$ cat src/rtl/conv_output_buffer.sv
// conv_output_buffer
//   Frame buffer between two convolution layers. Each upstream beat carries
//   one output row (N_CHANNELS words). Once FRAME_HEIGHT rows are held, the
//   downstream layer is started and the frame is streamed to it one word at a
//   time. The order is row-major with channels interleaved:
//   r0c0, r0c1 .. r0c(N-1), r1c0 ...
//
// Ports
//   clk_i         rising-edge clock
//   reset_i       asynchronous, active-low reset
//   valid_i       upstream beat valid
//   ready_o       buffer can accept a beat (eFILL only)
//   data_i        beat; channel k is data_i[k*WORD_SIZE +: WORD_SIZE]
//   next_ready_i  downstream layer is idle
//   start_o       one-cycle start pulse to the downstream layer
//   valid_o       downstream word valid (eDRAIN only)
//   yumi_i        downstream consumes the current word
//   data_o        downstream word (zero outside eDRAIN)
module conv_output_buffer #(
    parameter int WORD_SIZE    = 16,
    parameter int N_CHANNELS   = 2,
    parameter int FRAME_HEIGHT = 3
) (
    input  logic                            clk_i,
    input  logic                            reset_i,
    input  logic                            valid_i,
    output logic                            ready_o,
    input  logic [N_CHANNELS*WORD_SIZE-1:0] data_i,
    input  logic                            next_ready_i,
    output logic                            start_o,
    output logic                            valid_o,
    input  logic                            yumi_i,
    output logic [WORD_SIZE-1:0]            data_o
);

    localparam int ROW_W  = $clog2(FRAME_HEIGHT + 1);
    localparam int CH_W   = $clog2(N_CHANNELS + 1);
    // Index widths that exactly address the storage arrays.
    localparam int RIDX_W = (FRAME_HEIGHT > 1) ? $clog2(FRAME_HEIGHT) : 1;
    localparam int CIDX_W = (N_CHANNELS > 1) ? $clog2(N_CHANNELS) : 1;

    localparam logic [ROW_W-1:0] LAST_ROW = ROW_W'(FRAME_HEIGHT - 1);
    localparam logic [ROW_W-1:0] ROW_ONE  = ROW_W'(1);
    localparam logic [CH_W-1:0]  LAST_CH  = CH_W'(N_CHANNELS - 1);
    localparam logic [CH_W-1:0]  CH_ONE   = CH_W'(1);

    typedef enum logic [1:0] {
        eFILL  = 2'd0,
        eSTART = 2'd1,
        eDRAIN = 2'd2
    } state_t;

    state_t            state_q, state_d;
    logic [ROW_W-1:0]  row_q, row_d;
    logic [CH_W-1:0]   ch_q, ch_d;
    logic              wr_en;
    logic              accept;

    // One packed beat per row; contents need no reset.
    logic [N_CHANNELS*WORD_SIZE-1:0] row_mem [FRAME_HEIGHT];
    logic [WORD_SIZE-1:0]            ch_words [N_CHANNELS];
    logic [RIDX_W-1:0]               row_idx;
    logic [CIDX_W-1:0]               ch_idx;

    assign row_idx = row_q[RIDX_W-1:0];
    assign ch_idx  = ch_q[CIDX_W-1:0];

    // Outputs come from registered state only (plus the start request).
    // ready_o is also held low while reset is asserted so nothing upstream
    // sees a ready buffer before the first clocked cycle.
    assign ready_o = reset_i && (state_q == eFILL);
    assign start_o = (state_q == eSTART) && next_ready_i;
    assign valid_o = (state_q == eDRAIN);
    assign accept  = valid_i && ready_o;

    // Split the currently addressed row into its channel words.
    generate
        for (genvar gi = 0; gi < N_CHANNELS; gi++) begin : g_unpack
            assign ch_words[gi] = row_mem[row_idx][gi*WORD_SIZE +: WORD_SIZE];
        end
    endgenerate

    assign data_o = valid_o ? ch_words[ch_idx] : '0;

    always_comb begin
        state_d = state_q;
        row_d   = row_q;
        ch_d    = ch_q;
        wr_en   = 1'b0;
        unique case (state_q)
            eFILL: begin
                if (accept) begin
                    wr_en = 1'b1;
                    if (row_q == LAST_ROW) begin
                        row_d   = '0;
                        state_d = eSTART;
                    end else begin
                        row_d = row_q + ROW_ONE;
                    end
                end
            end
            eSTART: begin
                if (next_ready_i) begin
                    state_d = eDRAIN;
                end
            end
            eDRAIN: begin
                if (yumi_i) begin
                    if (ch_q == LAST_CH) begin
                        ch_d = '0;
                        if (row_q == LAST_ROW) begin
                            row_d   = '0;
                            state_d = eFILL;
                        end else begin
                            row_d = row_q + ROW_ONE;
                        end
                    end else begin
                        ch_d = ch_q + CH_ONE;
                    end
                end
            end
            default: begin
                state_d = eFILL;
                row_d   = '0;
                ch_d    = '0;
            end
        endcase
    end

    always_ff @(posedge clk_i or negedge reset_i) begin
        if (!reset_i) begin
            state_q <= eFILL;
            row_q   <= '0;
            ch_q    <= '0;
        end else begin
            state_q <= state_d;
            row_q   <= row_d;
            ch_q    <= ch_d;
        end
    end

    always_ff @(posedge clk_i) begin
        if (wr_en) begin
            row_mem[row_idx] <= data_i;
        end
    end

endmodule

$ cat config.mk
export PLATFORM = sky130hd
export DESIGN_NAME = conv_output_buffer
export DESIGN_NICKNAME = d
export VERILOG_FILES = /design/src/rtl/conv_output_buffer.sv
export SDC_FILE = /design/constraint.sdc
export NUM_CORES = 1
export LEC_CHECK = 0
export CAP_MARGIN = 25
export CORE_ASPECT_RATIO = 2
export CORE_MARGIN = 2
export CORE_UTILIZATION = 50
export DETAILED_ROUTE_END_ITERATION = 12
export GPL_TIMING_DRIVEN = 0
export PLACE_DENSITY = 0.75
export SYNTH_ARGS = -nofsm -noshare
export SYNTH_HDL_FRONTEND = slang
export SYNTH_SLANG_ARGS = --single-unit
$ cat constraint.sdc
create_clock -name clk_i -period 8 [get_ports clk_i]
set_clock_uncertainty 0.2 [all_clocks]
set_input_delay 1.6 -clock clk_i [delete_from_list [all_inputs] [get_ports clk_i]]
set_output_delay 1.6 -clock clk_i [all_outputs]
set_load 0.01 [all_outputs]
Word level (Yosys, flattened, before mapping)
Memories as Yosys holds them, arrays and structs flattened.
Cells that the tools add are included.
{"block": "word_totals", "ff_bits": 6, "mem_bits_rw": 96, "input_bits": 37, "output_inout_bits": 19, "elab_cells": 51, "n_memories": 1}
{"memory": "row_mem", "depth": 3, "width": 32, "read_ports": 1, "rd_ports_with_merged_regs": 0, "write_ports": 1, "line_no": "60", "source": "logic [N_CHANNELS*WORD_SIZE-1:0] row_mem [FRAME_HEIGHT];"}
{"block": "op_classes", "add_sub_neg": 2, "order_cmp": 1, "n_eq_ne": 10, "mux": 23, "n_bitwise": 3, "n_reduce_logical": 8}
{"operator": "$mux 16", "n": 4}
{"operator": "$mux 2", "n": 12}
{"operator": "$pmux 2 s3", "n": 2}
{"operator": "$ne 2x1->1 const B", "n": 4}
{"operator": "$reduce_and 6->1", "n": 1}
{"operator": "$add 2x1->2 const B", "n": 2}
{"operator": "$eq 2x1->1 const B", "n": 2}
{"operator": "$eq 2x2->1 const B", "n": 2}
{"operator": "$mux 1", "n": 4}
{"operator": "$ne 2x2->1 const B", "n": 2}
{"operator": "$pmux 2 s2", "n": 1}
{"operator": "$reduce_and 4->1", "n": 1}
{"operator": "$logic_and 1x1->1", "n": 3}
{"operator": "$ge 2x2->1 const B", "n": 1}
{"operator": "$logic_not 2->1", "n": 1}
{"operator": "$not 1->1", "n": 2}
{"operator": "$not 1->2", "n": 1}
{"operator": "$reduce_and 2->1", "n": 1}
{"operator": "$reduce_or 2->1", "n": 1}

Longest topological paths before layout
{"block": "logic_depth", "word_depth": 7, "ltp_mapped": 6, "mapped_depth_nobuf": 3}

Worst setup path after synthesis
No wires, ideal clock.
{"block": "synth_path", "path_type": "input to register", "startpoint": "input reset_i", "endpoint": "memory row_mem[0][0] (netlist bit), enable pin", "setup_ns": 0.461, "arrival_time_ns": 4.252, "t_required_ns": 7.339, "slack_ns": 3.087, "stages": 3, "path_buffers": 0, "cell_sequence": "nor3b_2 nand2_1 nor3_1"}
{"block": "synth_between", "elab_chain_len": 6}
{"item": "start, declared", "line_no": "25", "source": "input logic reset_i,"}
{"item": "$logic_and 1x1->1", "line_no": "71", "source": "assign ready_o = reset_i && (state_q == eFILL);"}
{"item": "$logic_and 1x1->1", "line_no": "74", "source": "assign accept = valid_i && ready_o;"}
{"item": "$mux 1", "line_no": "92", "source": "if (accept) begin"}
{"item": "$mux 1", "line_no": "90", "source": "unique case (state_q)"}
{"item": "$mux 1", "line_no": "143", "source": "if (wr_en) begin"}
{"item": "$mux 1 (not written as such)", "line_no": "144", "source": "row_mem[row_idx] <= data_i;"}
{"item": "end, declared", "line_no": "60"}
No other way between the ends.

Final worst setup path
{"block": "layout_path", "startpoint": "input reset_i", "endpoint": "output ready_o"}
{"block": "layout_between", "elab_chain_len": 1}
{"item": "$logic_and 1x1->1", "line_no": "71"}
{"item": "end, declared", "line_no": "27", "source": "output logic ready_o,"}
No other way between the ends.

==> flow_metrics.py <==
metrics = {
    "run_status": {
        "outcome": "completed",
    },
    "clock_network": {
        "cts_setup_buffers": 0,
        "root_buffer": "clkbuf_16",
        "cts_resized": 0,
        "cts_tree": "built",
        "hold_buffers": 0,
        "clk_latency_ps": 340,
        "cts_made_buffers": 9,
        "clock_path_buffers": 2,
        "clock-sinks": 102,
        "clkTransAtPathRegs_ps": 60,
        "htreeDepth": 3,
    },
    "timing": {
        "maxSlewViolCount": 0,
        "fmax_ghz": 0.198,
        "layout_min_cycle_time_ps": 5060,
        "finalHoldViolCount": 0,
        "fin_setup_tns_ps": 0,
        "rsz0062_at_grt": "no",
        "finalWorstSetupSlack_ps": 2940,
        "finalSetupViolCount": 0,
        "relSlewSlack": 0.592,
        "period_share": 0.633,
        "tightestPinTransition_ps": 611,
    },
    "place": {
        "port-buffer-count": 55,
        "dp_hpwl_microns": 5970,
        "place_congestion": 0.765,
        "dp_slack_ps": 2920,
    },
    "synthesis": {
        "synth-edff-count": 96,
        "synth.avg_cell_area_sq_um": 18.5,
        "yosysSeqAreaShare": 0.705,
        "ys.flop_type": "edfxtp_1",
        "synth-seq-cells": 102,
        "syn_nets": 269,
        "ys_async_sr_fraction": 0.0588,
        "ys_types": 34,
        "synth_area_sq_mm": 0.00430,
        "syn_inst": 232,
        "ys.warnings.count": 0,
    },
    "final_layout": {
        "fillers": 600,
        "drive_gt1_frac": 0.271,
        "nets": 342,
        "multiInputGateArea_sq_mm": 0.00113,
        "regArea_sq_mm": 0.00303,
        "syn_to_final_growth_pct": 25.1,
        "antenna_cells": 0,
    },
    "floorplan": {
        "core_area_sq_mm": 0.00829,
        "die_area_sq_mm": 0.00940,
        "die_w_microns": 69.6,
        "die_h_microns": 135,
        "initial_core_util": 0.518,
        "ioPinCount": 56,
        "rows": 47,
    },
    "global_routing": {
        "antenna_found_initial": 0,
        "track_usage": 0.190,
        "grt_start_max_net_pins": 18,
        "grt-ovfl-total": 0,
        "grt_pass1_vias": 2491,
        "grt_pass1_wl_microns": 13100,
    },
    "drt": {
        "vias_per_cell": 5.60,
        "drt_iter0_drc": 142,
        "dr.pass1.iters": 5,
        "met1_length_microns": 2800,
        "wl_per_cell_microns": 20.3,
        "postRouteWirelength_microns": 8270,
        "top_layer_used": "met4",
        "wl_met2_microns": 5070,
        "drt.antenna.violating_nets": 0,
        "drc_errors": 0,
        "dr_wl_met3_microns": 246,
        "vias": 2286,
    },
    "worst_setup_path": {
        "rr_startpoint": "state_q[1]",
        "worst_r2r_path_depth": 5,
        "criticalPathCategory": "input pin to primary output",
        "reg2reg_to": "row_mem[1][25]",
        "critPathCaptureType": "primary output",
        "cp_max_fo": 8,
        "cp_data_required_time_ps": 6200,
        "arrival_ps": 3260,
        "startpoint_type": "input pin",
        "reg2reg_setup_slack_ps": 5650,
    },
    "hold_path": {
        "hp-class": "flop to flop",
        "holdPathStages": 1,
        "hp-start": "ch_q[1]",
        "min_to": "ch_q[1]",
    },
    "job": {
        "maxCapViolCount": 0,
    },
    "power_and_ir_drop": {
        "power.density_mw_per_mm2": 324,
        "ir_drop_mv": 0.233,
        "power.leakage_nw": 1.84,
    },
}
## power breakdown
part	total [mW]	switching, mW	leakage [nW]	internal [mW]
clock network	0.419	0.178	0.136	0.241
logic	0.648	0.348	0.755	0.301
registers	0.675	0.0228	0.950	0.652
## flip-flops by register name (all words and copies together) (netlist names)
register,flops
ch_q,2
state_q,2
row_mem,96
row_idx,2
## critical path, stage by stage
cell	delay, ps
clkdlybuf4s50_1	680
nor3b_2	380
clkdlybuf4s50_1	610
## synth_stat cells (2+ instances only)
cell	n	area [sq um]
a221oi_2	16	240
buf_2	4	20.0
buf_4	2	15.0
buf_6	7	78.8
dfrtp_1	6	150
edfxtp_1	96	2880
inv_1	2	7.51
mux2_1	6	67.6
mux2_2	10	113
mux2i_1	32	320
nand2_1	4	15.0
nand2b_1	2	12.5
nand3b_1	2	15.0
nor2_1	3	11.3
nor2b_1	4	25.0
nor3_1	2	10.0
o21ai_0	2	10.0
o21ai_2	16	140
## per-layer routing
metal | global-route usage | vias to the layer above
met1 | 0.189 | 1151
met3 | 0.0327 | 11
met4 | 0.0817 | 0
met2 | 0.374 | 44
li1 | - | 1080
met5 | 0 | -
## worst max path at each step
stage            start        endpoint  cells past startpoint  slack [ps]
2_1_floorplan  reset_i   row_mem[0][0]                      3        3090
3_3_place_gp   reset_i  row_mem[1][22]                      4         840
3_5_place_dp   reset_i         ready_o                      3        2920
4_1_cts        reset_i         ready_o                      3        2930
5_1_grt        reset_i         ready_o                      3        2800
6_report       reset_i         ready_o                      3        2940
## logic make-up after synthesis
group | synth area share
flip-flops | 0.705
multiplexers | 0.116
AO/OA/AOI/OAI | 0.106
AND/OR/NAND/NOR | 0.0358
buffers and inverters | 0.0364
## final cells by class
class | instances | share of cell area
plain buffers | 15 | 0.0277
clock buffers | 10 | 0.0426
clock inverters | 6 | 0.0116
inverters | 2 | 0.00140
multi-input cells | 113 | 0.210
flip-flops and latches | 102 | 0.564
well taps | 98 | 0.0228
repair buffers | 62 | 0.120
## metrics by stage
| step | util | instances | power, mW | hold slack (ps) | area [sq um] |
|---|---|---|---|---|---|
| CTS | 0.648 | 408 | 1.76 | 344 | 5380 |
| global route | 0.648 | 408 | 1.82 | 377 | 5380 |
| finish | 0.648 | 408 | 1.74 | 342 | 5380 |
| floorplan | - | 232 | 1.11 | 281 | 4300 |
| global placement | 0.600 | 385 | 1.32 | 307 | 4970 |
| detailed placement | 0.613 | 392 | 1.35 | 332 | 5080 |
## placed cells by master, fill, tap and decap left out, types with 2 or more instances in the layout
cell,synthesis,final
mux2_2,10,10
nand2_1,4,4
buf_4,2,2
clkbuf_16,0,9
clkinvlp_4,0,2
buf_6,7,13
nor3_2,0,2
inv_1,2,2
clkdlybuf4s50_1,0,55
dfrtp_1,6,6
nand3b_1,2,2
a221oi_2,16,16
mux2i_1,32,32
nor2b_1,4,4
o21ai_0,2,2
nand2b_1,2,2
buf_2,4,4
nor2_1,3,2
edfxtp_1,96,96
o21ai_2,16,16
mux2_1,6,6
Power figures use the tool's default switching activity.
